$ cat src/rtl/fetch_sequencer_pkg.sv
`default_nettype none
// ---------------------------------------------------------------------------
// fetch_sequencer_pkg : shared fetch constants and queue entry type | rev 1.0
// ---------------------------------------------------------------------------
package fetch_sequencer_pkg;

    localparam logic [31:0] C_PC_RESET = 32'h0000_3000;
    localparam logic [31:0] C_IM_BASE  = 32'h0000_3000;
    localparam int          C_IM_WORDS = 4096;
    localparam int          C_FQ_DEPTH = 2;
    localparam logic [31:0] C_NOP      = 32'h0000_0000;

    typedef struct packed {
        logic [31:0] pc;
        logic [31:0] instr;
        logic        exc;
    } fq_entry_t;

endpackage
`default_nettype wire

$ cat src/rtl/fetch_sequencer_fetch_queue.sv
`default_nettype none
// ---------------------------------------------------------------------------
// fetch_queue : power-of-two FIFO of fetch entries with flush | rev 1.0
// ---------------------------------------------------------------------------
module fetch_queue
    import fetch_sequencer_pkg::*;
#(
    parameter int DEPTH = C_FQ_DEPTH
) (
    input  logic                     clk_i,
    input  logic                     reset_i,
    input  logic                     push_i,
    input  logic                     pop_i,
    input  logic                     flush_i,
    input  fq_entry_t                wdata_i,
    output fq_entry_t                rdata_o,
    output logic [$clog2(DEPTH):0]   count_o,
    output logic                     empty_o,
    output logic                     full_o
);

    localparam int                 PTR_W    = $clog2(DEPTH);
    localparam logic [PTR_W:0]     FULL_CNT = (PTR_W + 1)'(DEPTH);

    fq_entry_t          mem_q [DEPTH];
    logic [PTR_W-1:0]   wr_ptr_q;
    logic [PTR_W-1:0]   rd_ptr_q;
    logic [PTR_W:0]     count_q;
    logic               do_push;
    logic               do_pop;

    assign empty_o = (count_q == '0);
    assign full_o  = (count_q == FULL_CNT);
    assign count_o = count_q;
    assign rdata_o = mem_q[rd_ptr_q];

    assign do_pop  = pop_i && !empty_o;
    // A full queue still accepts a write when the head leaves on the same edge.
    assign do_push = push_i && (!full_o || do_pop);

    always_ff @(posedge clk_i or posedge reset_i) begin
        if (reset_i) begin
            wr_ptr_q <= '0;
            rd_ptr_q <= '0;
            count_q  <= '0;
            for (int i = 0; i < DEPTH; i++) begin
                mem_q[i] <= '0;
            end
        end else if (flush_i) begin
            wr_ptr_q <= '0;
            rd_ptr_q <= '0;
            count_q  <= '0;
        end else begin
            if (do_push) begin
                mem_q[wr_ptr_q] <= wdata_i;
                wr_ptr_q        <= wr_ptr_q + 1'b1;
            end
            if (do_pop) begin
                rd_ptr_q <= rd_ptr_q + 1'b1;
            end
            case ({do_push, do_pop})
                2'b10:   count_q <= count_q + 1'b1;
                2'b01:   count_q <= count_q - 1'b1;
                default: count_q <= count_q;
            endcase
        end
    end

endmodule
`default_nettype wire

$ cat src/rtl/fetch_sequencer.sv
`default_nettype none
// ---------------------------------------------------------------------------
// fetch_sequencer : fetch PC, address check and queue toward decode | rev 1.0
// ---------------------------------------------------------------------------
module fetch_sequencer
    import fetch_sequencer_pkg::*;
#(
    parameter logic [31:0] PC_RESET = C_PC_RESET,
    parameter logic [31:0] IM_BASE  = C_IM_BASE,
    parameter int          IM_WORDS = C_IM_WORDS,
    parameter int          FQ_DEPTH = C_FQ_DEPTH
) (
    input  logic        clk_i,
    input  logic        reset_i,
    output logic [31:0] im_addr_o,
    input  logic [31:0] im_rdata_i,
    input  logic        redirect_valid_i,
    input  logic [31:0] redirect_pc_i,
    output logic        out_valid_o,
    input  logic        out_ready_i,
    output logic [31:0] out_instr_o,
    output logic [31:0] out_pc_o,
    output logic        out_exc_o,
    output logic [31:0] fetch_pc_o
);

    // 33-bit limit so a memory ending at 4 GiB does not wrap the compare.
    localparam logic [32:0] IM_LIMIT = {1'b0, IM_BASE} + 33'(IM_WORDS) * 33'd4;

    logic [31:0]              fetch_pc_q, fetch_pc_d;
    logic                     halt_q, halt_d;
    logic                     bad_addr;
    logic                     push;
    logic                     pop;
    fq_entry_t                push_entry;
    fq_entry_t                head_entry;
    logic [$clog2(FQ_DEPTH):0] fq_count;
    logic                     fq_empty;
    logic                     fq_full;

    assign bad_addr = (fetch_pc_q[1:0] != 2'b00)
                   || (fetch_pc_q < IM_BASE)
                   || ({1'b0, fetch_pc_q} >= IM_LIMIT);

    assign pop  = !fq_empty && out_ready_i && !redirect_valid_i;
    assign push = !redirect_valid_i && !halt_q && (!fq_full || pop);

    assign push_entry.pc    = fetch_pc_q;
    assign push_entry.instr = bad_addr ? C_NOP : im_rdata_i;
    assign push_entry.exc   = bad_addr;

    always_comb begin
        fetch_pc_d = fetch_pc_q;
        halt_d     = halt_q;
        if (redirect_valid_i) begin
            fetch_pc_d = redirect_pc_i;
            halt_d     = 1'b0;
        end else if (push) begin
            if (bad_addr) begin
                halt_d = 1'b1;
            end else begin
                fetch_pc_d = fetch_pc_q + 32'd4;
            end
        end
    end

    always_ff @(posedge clk_i or posedge reset_i) begin
        if (reset_i) begin
            fetch_pc_q <= PC_RESET;
            halt_q     <= 1'b0;
        end else begin
            fetch_pc_q <= fetch_pc_d;
            halt_q     <= halt_d;
        end
    end

    fetch_queue #(
        .DEPTH (FQ_DEPTH)
    ) u_fetch_queue (
        .clk_i   (clk_i),
        .reset_i (reset_i),
        .push_i  (push),
        .pop_i   (pop),
        .flush_i (redirect_valid_i),
        .wdata_i (push_entry),
        .rdata_o (head_entry),
        .count_o (fq_count),
        .empty_o (fq_empty),
        .full_o  (fq_full)
    );

    assign out_valid_o = (fq_count != '0);
    assign out_pc_o    = out_valid_o ? head_entry.pc    : 32'h0;
    assign out_instr_o = out_valid_o ? head_entry.instr : 32'h0;
    assign out_exc_o   = out_valid_o ? head_entry.exc   : 1'b0;

    assign im_addr_o  = fetch_pc_q;
    assign fetch_pc_o = fetch_pc_q;

endmodule
`default_nettype wire

$ cat config.mk
export PLATFORM = sky130hd
export DESIGN_NAME = fetch_sequencer
export DESIGN_NICKNAME = d
export VERILOG_FILES = /design/src/rtl/fetch_sequencer_pkg.sv /design/src/rtl/fetch_sequencer_fetch_queue.sv /design/src/rtl/fetch_sequencer.sv
export SDC_FILE = /design/constraint.sdc
export NUM_CORES = 1
export LEC_CHECK = 0
export ABC_AREA = 1
export BUFFER_PORTS_ARGS = -buffer_cell sky130_fd_sc_hd__buf_2
export CAP_MARGIN = 20
export CORE_UTILIZATION = 55
export CTS_BUF_LIST = sky130_fd_sc_hd__clkbuf_8
export CTS_CLUSTER_SIZE = 10
export DETAILED_ROUTE_END_ITERATION = 16
export PLACE_DENSITY = 0.81
export SYNTH_ARGS = -nofsm -noshare
export SYNTH_HDL_FRONTEND = slang
export SYNTH_SLANG_ARGS = --single-unit
export TNS_END_PERCENT = 10
$ cat constraint.sdc
create_clock -name clk_i -period 10.3 [get_ports clk_i]
set_input_delay 1.03 -clock clk_i [delete_from_list [all_inputs] [get_ports clk_i]]
set_output_delay 1.03 -clock clk_i [all_outputs]
set_load 0.005 [all_outputs]
# Yosys cells after proc, flatten, opt, wreduce, memory -nomap -nowiden
# Index checks and enable logic that the tools add are counted.
[totals]
in_bits = 68
ram_bits = 0
latchBits = 0
romBits = 0
word_cells = 76
reg_bits = 167
memories = 0
out_inout_bits = 130
[classes]
n_reduce_logical = 26
bitwise_logic = 3
order_cmp = 5
div = 0
mul = 0
add_sub_neg = 5
n_eq_ne = 4
mux = 22
shifts = 0
[op_table]
columns = ["operator", "n"]
rows = [
  ["65-bit 2-to-1 mux", 4],
  ["32-bit 2-to-1 mux", 6],
  ["130-bit bitwise mux", 1],
  ["65-bit demux with 1-bit select", 1],
  ["32-bit by 3-bit adder with 32-bit output, second input constant", 1],
  ["32-bit by 15-bit >= comparator with 1-bit output, second input constant", 1],
  ["32-bit by 14-bit < comparator with 1-bit output, second input constant", 1],
  ["2-bit nonzero test", 6],
  ["1-bit 2-to-1 mux", 8],
  ["1-bit logical AND", 7],
  ["2-bit AND reduction", 3],
  ["2-bit equality test, second input constant", 2],
  ["2-bit >= comparator, second input constant", 2],
  ["1-bit logical NOT", 4],
  ["1-bit logical OR", 4],
  ["1-bit NOT with 2-bit output", 2],
  ["2-bit one-hot mux with 2 select lines", 1],
  ["3-bit nonzero test", 1],
  ["1-bit adder, second input constant", 2],
  ["2-bit by 1-bit adder with 2-bit output, second input constant", 1],
  ["2-bit by 1-bit equality test with 1-bit output, second input constant", 1],
  ["2-bit logical NOT", 1],
  ["2-bit by 1-bit < comparator with 1-bit output, second input constant", 1],
  ["2-bit 2-to-1 mux", 1],
  ["3 further kinds", 3],
]

# Logic depth before layout (Yosys ltp)
# Gate-level depths: netlist of run 1.
[depth]
depth_word = 10
depth_mapped = 10
mapped_depth_nobuf = 10

# By module
# Synthesis of run 1 repeated with hierarchy kept, for this count alone.
[unflattened]
cells_unflattened = 1266
area_unflattened_um2 = 9335.2
[modules_own_cells]
columns = ["module", "seq_area_each_um2", "cells_each", "area_per_inst_um2", "instances"]
rows = [
  ["fetch_queue", 3353.2, 731, 6204.7, 1],
  ["fetch_sequencer", 828.3, 535, 3130.5, 1],
]

# Least setup slack after synthesis of run 1
# OpenSTA, ideal clock, no wires.
[synth_timing]
path_type = "reg2out"
startpoint = "register u_fetch_queue.count_q[0] (netlist: u_fetch_queue.count_o[0])"
endpoint = "output port out_pc_o[10]"
slack_ps = 8104
required_ps = 9270
arrival_ps = 1166
path_buffers = 2
path_stages_with_launch = 5
cell_sequence = "dfrtp_1 > nor2_1 > clkbuf_1 > buf_1 > a21oi_1"
[synth_via]
elab_chain_cells = 2
[synth_lines]
columns = ["element", "line", "source"]
rows = [
  ["from (decl)", "fetch_sequencer_fetch_queue.sv:28", "logic [PTR_W:0] count_q;"],
  ["from (signal assigned)", "fetch_sequencer_fetch_queue.sv:62", "2'b10: count_q <= count_q + 1'b1;"],
  ["from (signal assigned)", "fetch_sequencer_fetch_queue.sv:63", "2'b01: count_q <= count_q - 1'b1;"],
  ["from (signal assigned)", "fetch_sequencer_fetch_queue.sv:64", "default: count_q <= count_q;"],
  ["2-bit nonzero test", "fetch_sequencer.sv:92", "assign out_valid_o = (fq_count != '0);"],
  ["32-bit 2-to-1 mux", "fetch_sequencer.sv:93", "assign out_pc_o = out_valid_o ? head_entry.pc : 32'h0;"],
  ["to (decl)", "fetch_sequencer.sv:22", "output logic [31:0] out_pc_o,"],
]
# Every way passes these cells.

# Final worst setup path of run 1
[layout_timing]
startpoint = "register u_fetch_queue.count_q[1] (netlist: u_fetch_queue.count_o[1])"
endpoint = "output port out_pc_o[29]"
# The elaborated chain is that of the path after synthesis.

==> results of run 1 <==
## worst min-delay path by stage
stage / start / end / slack [ps] / cells past startpoint
finish: u_fetch_queue.mem_q[97]$_DFFE_PP0P_ / u_fetch_queue.mem_q[97]$_DFFE_PP0P_ / 480 / 2
global route: u_fetch_queue.mem_q[18]$_DFFE_PP0P_ / u_fetch_queue.mem_q[18]$_DFFE_PP0P_ / 500 / 2
CTS: u_fetch_queue.mem_q[21]$_DFFE_PP0P_ / u_fetch_queue.mem_q[21]$_DFFE_PP0P_ / 490 / 2
detailed placement: u_fetch_queue.mem_q[21]$_DFFE_PP0P_ / u_fetch_queue.mem_q[21]$_DFFE_PP0P_ / 470 / 2
global placement: u_fetch_queue.mem_q[81]$_DFFE_PP0P_ / u_fetch_queue.mem_q[81]$_DFFE_PP0P_ / 460 / 2
floorplan: u_fetch_queue.mem_q[10]$_DFFE_PP0P_ / u_fetch_queue.mem_q[10]$_DFFE_PP0P_ / 450 / 2
## cell usage after synthesis
cell | number | share of area, %
clkbuf_2 | 1 | 0.059
or2_2 | 1 | 0.074
nor2_8 | 1 | 0.24
nand2_4 | 2 | 0.27
buf_1 | 9 | 0.40
buf_6 | 5 | 0.67
inv_4 | 1 | 0.074
nor2_1 | 25 | 1.1
inv_2 | 4 | 0.18
o21ai_1 | 10 | 0.59
buf_4 | 68 | 6.0
nand3_1 | 116 | 6.9
nor2_4 | 3 | 0.40
nand3_4 | 1 | 0.21
xor2_1 | 2 | 0.21
buf_2 | 31 | 1.8
o21ai_0 | 67 | 4.0
a21oi_1 | 69 | 4.1
dfstp_2 | 2 | 0.62
nand2_1 | 435 | 19
nand4_1 | 6 | 0.44
nor2_2 | 1 | 0.074
ha_1 | 2 | 0.30
nand2_2 | 3 | 0.22
inv_1 | 45 | 2.0
nor3_1 | 1 | 0.059
nand3_2 | 1 | 0.12
dfrtp_1 | 165 | 49
a31oi_1 | 1 | 0.074
clkbuf_1 | 15 | 0.67
## state kept, by name (all words and copies together), names as in the netlist
| name | cells |
|---|---|
| u_fetch_queue.count_o | 2 |
| u_fetch_queue.wr_ptr_q | 1 |
| fetch_pc_o | 32 |
| u_fetch_queue.rd_ptr_q | 1 |
| u_fetch_queue.mem_q | 130 |
| halt_q | 1 |
## cells by family (layout without fill, tap and decap cells)
logic type | count (synthesis) | in the layout | share of synthesized area, %
AND/OR/NAND/NOR | 596 | 596 | 29.4
XOR/XNOR | 2 | 2 | 0.207
adder cells (fa/ha/maj) | 2 | 2 | 0.296
buffers and inverters | 179 | 286 | 11.9
flip-flops | 167 | 167 | 49.5
AO/OA/AOI/OAI | 147 | 147 | 8.72
## tightest hold or removal path: stages, from the launching register on
cell and delay, ps:
dfrtp_1 350, nand2_1 50, nand2_1 50
## layout make-up
| cell class | count | area, um2 |
|---|---|---|
| Fill cell | 1279 | 5350 |
| Sequential cell | 167 | 4180 |
| Multi-Input combinational cell | 747 | 3270 |
| Timing Repair Buffer | 204 | 1050 |
| Clock buffer | 20 | 275 |
| Tap cell | 184 | 230 |
| Clock inverter | 12 | 199 |
| Inverter | 50 | 195 |
## power groups by stage
| stage | Combinational, uW | Sequential [uW] | Clock (uW) |
|---|---|---|---|
| after floorplan | 346 | 852 | 0 |
| after global placement | 462 | 871 | 0 |
| after detailed placement | 477 | 875 | 0 |
| after CTS | 481 | 864 | 556 |
| after global routing | 541 | 881 | 583 |
| final | 478 | 865 | 549 |
## layer usage
layer / global-route usage, % / wire, um
met1: 36.5 / 9260
met2: 43.2 / 10000
met3: 4.97 / 1210
met4: 9.92 / 412
met5: 0 / 0
## stage by stage
| stage | utilization [%] | worst slack (ps) | std cells |
|---|---|---|---|
| global route | 63.7 | 6750 | 1384 |
| CTS | 63.7 | 6910 | 1384 |
| finish | 63.7 | 6900 | 1384 |
| floorplan | - | 4750 | 1093 |
| detailed placement | 60.5 | 6600 | 1352 |
| global placement | 60.4 | 6660 | 1351 |
==> results.txt, run 1 <==
CTS Hold Buffers Added - 0
Post-layout net count - 1,257
Area delta synth->final - 11.3%
Rel. slew slack - 40.2%
Gate power share - 25.3%
Initial core utilization - 57.3%
Post_cts resized - 0
Internal power - 1250 uW
First-pass GRT wire length - 33.8 mm
Critical Path AT - 2370 ps
Fmax - 0.294 GHz
DRT Pass-1 Iters - 5
Clock share of power - 29.0%
Startpoint types - flop
Largest net degree at the start of global routing - 97
Clk Latency, worst-skew pair - 470 ps
Clk_skew - 14.1 ps
Worst vdd rail ir drop - 0.0969 mV
Switching Share - 33.9%
Pwr Total - 1890 uW
Cells after synthesis - 1,093
Hold Vio Cnt, Final - 0
RSZ-0062 raised after global routing - false
Via count - 7,500
Worst reg2reg setup slack - 7620 ps
Max cap viols - 0
Sum Neg Setup Slack - 0 ps
WHS - 485 ps
N_diodes - 0
Worst path buffer plus inverter count - 2
Buffers on Ports - 197
Syn Nets - 1,163
Post-CTS setup buffers - 0
Critical Path Max Stage Delay - 570 ps
H-tree lvl count - 4
Global route overflow - 0
Critical path origin - u_fetch_queue.count_o[1]$_DFFE_PP0P_
TritonCTS clock tree - yes
Fin crit period - 3400 ps
Antenna viol nets, final - 0
Core ar. - 0.0148 mm2
Commonest cells after routing, fill and taps aside - nand2_1 (435), buf_2 (197), dfrtp_1 (164), nand3_1 (116), a21oi_1 (69)
DRT Wirelength - 20.9 mm
Vias in the first global route - 6,724
Sequential share of the synthesized area - 49.5%
Post-DP Area - 0.00893 mm2
Clock Pin Slew Worst Setup and Hold Paths - 90 ps
Period utilisation layout - 33.0%
CP max-delay cell - buf_4
Gr usage total - 26.9%
Net load switching power - 641 uW
Crit. path cell count - 4
Die height - 126 um
Critical Path RT - 9270 ps
Die area - 0.0159 mm2
Final setup vio count - 0
Outcome - finished clean
Root Driver - clkbuf_8
Critical Path, Cell by Cell - nor2_4, buf_4, a21oi_1, buf_2
Worst setup EP type - primary output
Wire length per cell - 15.1 um
R2R Path End - u_fetch_queue.mem_q[60]$_DFFE_PP0P_
Initial DRC Count - 718
Clock buffer depth - 2
Io pins - 198
Worst-margin pin slew - 898 ps
Drt drc - 0
Max-slew violations - 0
Syn avg cell area - 7.73 um2
Die W - 126 um
Worst setup path endpoint - out_pc_o[29]
Total CTS buffers - 17
Most common cell after layout, fill and taps aside - nand2_1
CP max FO - 42
GP Congestion - 0.838
Drt via density - 5.42
Post-DP HPWL - 13.1 mm
YS warnings - 0
Worst min-delay path class - flop to flop
CP delay by family, top - buffers and inverters
FF-to-FF path depth - 7
Flops & latches, synth - 167
Initial antenna violation count - 0
Post-synth cell types - 30
Final Cell Area - 0.00941 mm2
Flop pwr share - 45.7%
PwrDens - 201 mW/mm2
Syn Std Cell Area - 0.00845 mm2
Layout cells sized above 1 - 21.6%
Worst r2r src - halt_q$_DFFE_PP0P_
Row cnt - 44
Crit path kind - flop to primary output
Clk sinks - 167
Leak - 0.00505 uW
(Power assumes the default switching activity.)
==> inputs of run 2 (changes only) <==
==> constraint.sdc (replaced) <==
create_clock -name clk_i -period 3.4 [get_ports clk_i]
set_input_delay 0.34 -clock clk_i [delete_from_list [all_inputs] [get_ports clk_i]]
set_output_delay 0.34 -clock clk_i [all_outputs]
set_load 0.005 [all_outputs]
==> results.txt, run 2 (synthesized netlist as in run 1, its figures left out) <==
Crit path kind - flop to primary output
Outcome - finished clean
Antenna viol nets, final - 0
Post-layout net count - 1,264
Post_cts resized - 0
RSZ-0062 raised after global routing - false
GP Congestion - 0.824
Worst reg2reg setup slack - 1370 ps
Initial core utilization - 57.3%
CTS Hold Buffers Added - 0
Clock buffer depth - 2
CP max FO - 42
Fmax - 0.386 GHz
H-tree lvl count - 4
Most common cell after layout, fill and taps aside - nand2_1
Period utilisation layout - 76.1%
Biggest register - u_fetch_queue.mem_q
Row cnt - 44
Commonest cells after routing, fill and taps aside - nand2_1 (435), buf_2 (197), dfrtp_1 (164), nand3_1 (116), a21oi_1 (69)
Drt via density - 5.37
Gr usage total - 27.3%
Die height - 126 um
Dpl cells - 1,359
Hold Vio Cnt, Final - 0
Initial DRC Count - 838
Final Core Density - 63.8%
Global route overflow - 0
Net load switching power - 1910 uW
Clock Pin Slew Worst Setup and Hold Paths - 80 ps
Fin crit period - 2590 ps
Die W - 126 um
Root Driver - clkbuf_8
R2R Path End - u_fetch_queue.mem_q[19]$_DFFE_PP0P_
Critical Path RT - 3060 ps
Total CTS buffers - 17
Worst setup EP type - primary output
Layout cells sized above 1 - 22.0%
Gate power share - 26.5%
Max cap viols - 0
Post-DP HPWL - 13.6 mm
Worst-margin pin slew - 862 ps
Clk_skew - 13.2 ps
Clk sinks - 167
Die area - 0.0159 mm2
Sum Neg Setup Slack - 0 ps
Io pins - 198
DRT Wirelength - 21.0 mm
Largest net degree at the start of global routing - 132
Vias in the first global route - 6,834
Startpoint types - flop
Worst min-delay path class - primary input to asynchronous set/reset pin
Buffers on Ports - 197
Clock share of power - 26.0%
N_diodes - 0
Worst r2r src - fetch_pc_o[13]$_DFFE_PP1P_
Core ar. - 0.0148 mm2
FF-to-FF path depth - 6
Leak - 0.00507 uW
Flop pwr share - 47.5%
Clk Latency, worst-skew pair - 460 ps
TritonCTS clock tree - yes
Via count - 7,469
Initial antenna violation count - 0
Switching Share - 34.6%
DRT Pass-1 Iters - 5
Final setup vio count - 0
Filler-free cell count of the finished design - 1,391
Rel. slew slack - 42.4%
Post-CTS setup buffers - 0
Internal power - 3610 uW
First-pass GRT wire length - 34.4 mm
Area delta synth->final - 11.4%
Max-slew violations - 0
Drt drc - 0
PwrDens - 586 mW/mm2
Wire length per cell - 15.1 um
Worst vdd rail ir drop - 0.295 mV
Largest register FFs - 130
Critical Path AT - 2250 ps
[run 2: cell count changes in the layout (fill, tap and decap cells not counted), sizes merged]
cell,previous run,this run
bufinv,5,1
clkinvlp,3,2
clkinv,3,4
inv,51,50
buf,204,211
clkbuf,20,25
[run 2: stage by stage]
| stage | hold WS (ps) | power (uW) | setup slack, ps | area (um2) |
|---|---|---|---|---|
| after floorplan | 449 | 3630 | 935 | 8460 |
| after global placement | 462 | 4070 | 1330 | 9010 |
| after detailed placement | 465 | 4120 | 1310 | 9010 |
| after CTS | 48.3 | 5530 | 795 | 9420 |
| after global routing | 71.1 | 5850 | 716 | 9420 |
| final | 50.0 | 5520 | 811 | 9420 |
[run 2: power by group through the flow]
stage,clock network (uW),registers [uW],logic [uW]
floorplan,0,2580,1050
global placement,0,2630,1440
detailed placement,0,2650,1470
CTS,1440,2620,1470
global route,1530,2670,1650
finish,1430,2620,1460
[run 2: area by class of cell]
| cell class | count | area (um2) |
|---|---|---|
| Timing Repair Buffer | 211 | 1130 |
| Clock buffer | 25 | 344 |
| Clock inverter | 7 | 65.1 |
| Fill cell | 1312 | 5340 |
| Sequential cell | 167 | 4180 |
| Tap cell | 184 | 230 |
| Multi-Input combinational cell | 747 | 3270 |
| Inverter | 50 | 194 |
[run 2: how the worst max path moves through the flow]
stage	startpoint	endpoint	slack, ps	cells after the start
finish	u_fetch_queue.rd_ptr_q$_DFFE_PP0P_	out_instr_o[1]	810	5
global route	u_fetch_queue.rd_ptr_q$_DFFE_PP0P_	out_instr_o[9]	720	5
CTS	u_fetch_queue.rd_ptr_q$_DFFE_PP0P_	out_instr_o[1]	800	5
detailed placement	u_fetch_queue.rd_ptr_q$_DFFE_PP0P_	out_instr_o[1]	1310	5
global placement	u_fetch_queue.rd_ptr_q$_DFFE_PP0P_	out_instr_o[8]	1330	5
floorplan	reset_i	fetch_pc_o[0]$_DFFE_PP0P_	930	1
[run 2: per-layer routing]
metal / global-route usage, % / part of all wire (%) / vias to the layer above
met4: 8.65 / 1.8 / 0
met5: 0 / 0 / -
met2: 43.8 / 48 / 314
li1: - / - / 3619
met1: 37.2 / 42 / 3508
met3: 5.95 / 7.6 / 28
[run 2: worst max-delay path, stage by stage, from the launching register on]
cell     delay [ps]
dfrtp_2         410
inv_2           600
buf_4           350
nand2_1          80
a21oi_1         180
buf_2           150
==> inputs of run 3 (changes only) <==
--- a/config.mk
+++ b/config.mk
@@ -8,11 +8,11 @@
 export ABC_AREA = 1
 export BUFFER_PORTS_ARGS = -buffer_cell sky130_fd_sc_hd__buf_2
 export CAP_MARGIN = 20
-export CORE_UTILIZATION = 55
+export CORE_UTILIZATION = 51
 export CTS_BUF_LIST = sky130_fd_sc_hd__clkbuf_8
 export CTS_CLUSTER_SIZE = 10
 export DETAILED_ROUTE_END_ITERATION = 16
-export PLACE_DENSITY = 0.81
+export PLACE_DENSITY = 0.79
 export SYNTH_ARGS = -nofsm -noshare
 export SYNTH_HDL_FRONTEND = slang
 export SYNTH_SLANG_ARGS = --single-unit
==> constraint.sdc (replaced) <==
create_clock -name clk_i -period 2.35 [get_ports clk_i]
set_input_delay 0.235 -clock clk_i [delete_from_list [all_inputs] [get_ports clk_i]]
set_output_delay 0.235 -clock clk_i [all_outputs]
set_load 0.005 [all_outputs]
==> results.txt, run 3 (synthesized netlist as in run 1, its figures left out) <==
Worst-margin pin slew - 786 ps
Total CTS buffers - 17
M2 GR Usage - 43.1%
Filler-free cell count of the finished design - 1,470
Critical Path Max Stage Delay - 430 ps
First-pass GRT wire length - 34.8 mm
Fillers - 1,393
Worst vdd rail ir drop - 0.409 mV
GP Congestion - 0.815
Post-layout net count - 1,311
Core ar. - 0.0161 mm2
Post-CTS setup buffers - 0
Post-DP HPWL - 14.4 mm
Leak - 0.00529 uW
Clock share of power - 25.1%
RSZ-0062 raised after global routing - false
Critical Path AT - 1960 ps
Post_cts resized - 0
CTS Hold Buffers Added - 38
Gate power share - 28.0%
Hold Vio Cnt, Final - 0
Clock Pin Slew Worst Setup and Hold Paths - 80 ps
Clk Latency, worst-skew pair - 460 ps
Antenna viol nets, final - 0
Global route overflow - 0
Clk sinks - 167
Crit path kind - flop to primary output
Internal power - 5270 uW
Routing usage on met3 - 4.07%
Clock buffer depth - 2
Io pins - 198
Root Driver - clkbuf_8
Die height - 131 um
Row cnt - 46
Fmax - 0.455 GHz
Most common cell after layout, fill and taps aside - nand2_1
Initial core utilization - 52.6%
Dpl cells - 1,400
Initial antenna violation count - 0
GRT busiest layer - met2
DRT Pass-1 Iters - 6
Post-route setup slack - 153 ps
Rel. slew slack - 47.5%
Largest net degree at the start of global routing - 67
Placement Setup Slack - 387 ps
DRT Wirelength - 22.1 mm
Max-slew violations - 0
Worst path buffer plus inverter count - 3
Die area - 0.0171 mm2
Initial DRC Count - 668
Final setup vio count - 0
Buffers on Ports - 197
GR met1 Demand/Resource - 35.5%
CP max-delay cell - dfrtp_2
Max cap viols - 0
Largest register FFs - 130
Commonest cells after routing, fill and taps aside - nand2_1 (435), buf_2 (197), dfrtp_1 (164), nand3_1 (116), a21oi_1 (69)
Critical Path RT - 2120 ps
Clk_skew - 15.0 ps
Gr usage total - 26.6%
PwrDens - 813 mW/mm2
H-tree lvl count - 4
TritonCTS clock tree - yes
Switching Share - 34.9%
Drt via density - 5.30
CP delay by family, top - buffers and inverters
Period utilisation layout - 93.5%
Drt drc - 0
Die W - 131 um
Outcome - finished clean
Biggest register - u_fetch_queue.mem_q
Wire length per cell - 15.0 um
Fin crit period - 2200 ps
Worst setup EP type - primary output
Startpoint types - flop
Layout cells sized above 1 - 21.8%
Area delta synth->final - 17.9%
Vias in the first global route - 6,995
Net load switching power - 2820 uW
Via count - 7,797
Critical Path, Cell by Cell - inv_2, buf_12, nand2_1, a21oi_1, buf_2
Worst min-delay path class - primary input to flop
CP max FO - 28
Flop pwr share - 46.9%
-- run 3: cell count changes in the layout (fill, tap and decap cells not counted), moves of 2 or more --
cell / before / now
clkbuf_8: 25 / 19
clkinv_4: 1 / 3
buf_12: 3 / 9
inv_6: 0 / 2
buf_4: 11 / 14
dlygate4sd3_1: 0 / 38
-- run 3: cell type report --
cell class	instances	area, um2	area share, %
antenna	1	2.50	0.0251
clock buffer	19	262	2.62
clock inverter	12	129	1.29
inverter	50	194	1.95
multi-input combinational	747	3270	32.8
sequential	167	4180	42.0
tap	216	270	2.71
timing repair buffer	258	1650	16.6
-- run 3: final timing paths --
kind                                                         start                                   to  slack, ps  cells after the start
worst max-delay path            u_fetch_queue.rd_ptr_q$_DFFE_PP0P_                          out_pc_o[7]        150                      5
worst max register to register           fetch_pc_o[0]$_DFFE_PP0P_            fetch_pc_o[9]$_DFFE_PP0P_        400                      7
worst min register to register  u_fetch_queue.mem_q[7]$_DFFE_PP0P_   u_fetch_queue.mem_q[7]$_DFFE_PP0P_        480                      2
min in group asynchronous                                  reset_i  u_fetch_queue.mem_q[54]$_DFFE_PP0P_        460                      3
max in group asynchronous                                  reset_i  u_fetch_queue.mem_q[28]$_DFFE_PP0P_       1110                      4
worst min-delay path                                im_rdata_i[30]  u_fetch_queue.mem_q[96]$_DFFE_PP0P_         30                      3
-- run 3: power by group through the flow --
stage / Clock [uW] / Combinational [uW] / Sequential, uW
4_1_cts: 2060 / 2280 / 3790
3_5_place_dp: 0 / 2220 / 3840
3_3_place_gp: 0 / 2190 / 3810
5_1_grt: 2170 / 2550 / 3870
2_1_floorplan: 0 / 1520 / 3730
6_report: 2030 / 2270 / 3800
-- run 3: worst reg2reg max path, delay by kind of cell, from the launching register on --
family	cells	cell delay, ps
flip-flops	1	450
AND/OR/NAND/NOR	7	1430
-- run 3: per-layer routing --
layer	up-vias	part of all wire, %
li1	3716	-
met1	3697	43
met2	334	48
met3	50	6.4
met4	0	2.8
met5	-	0
-- run 3: metrics by stage --
stage	util [%]	TNS, ps	total power [uW]	instance area (um2)	hold slack (ps)
6_report	62.0	0	8100	9960	28.6
4_1_cts	62.0	0	8130	9960	0.573
3_5_place_dp	57.2	0	6060	9190	412
5_1_grt	62.0	0	8590	9960	15.0
3_3_place_gp	57.2	0	6000	9190	405
2_1_floorplan	-	-1670	5250	8460	352
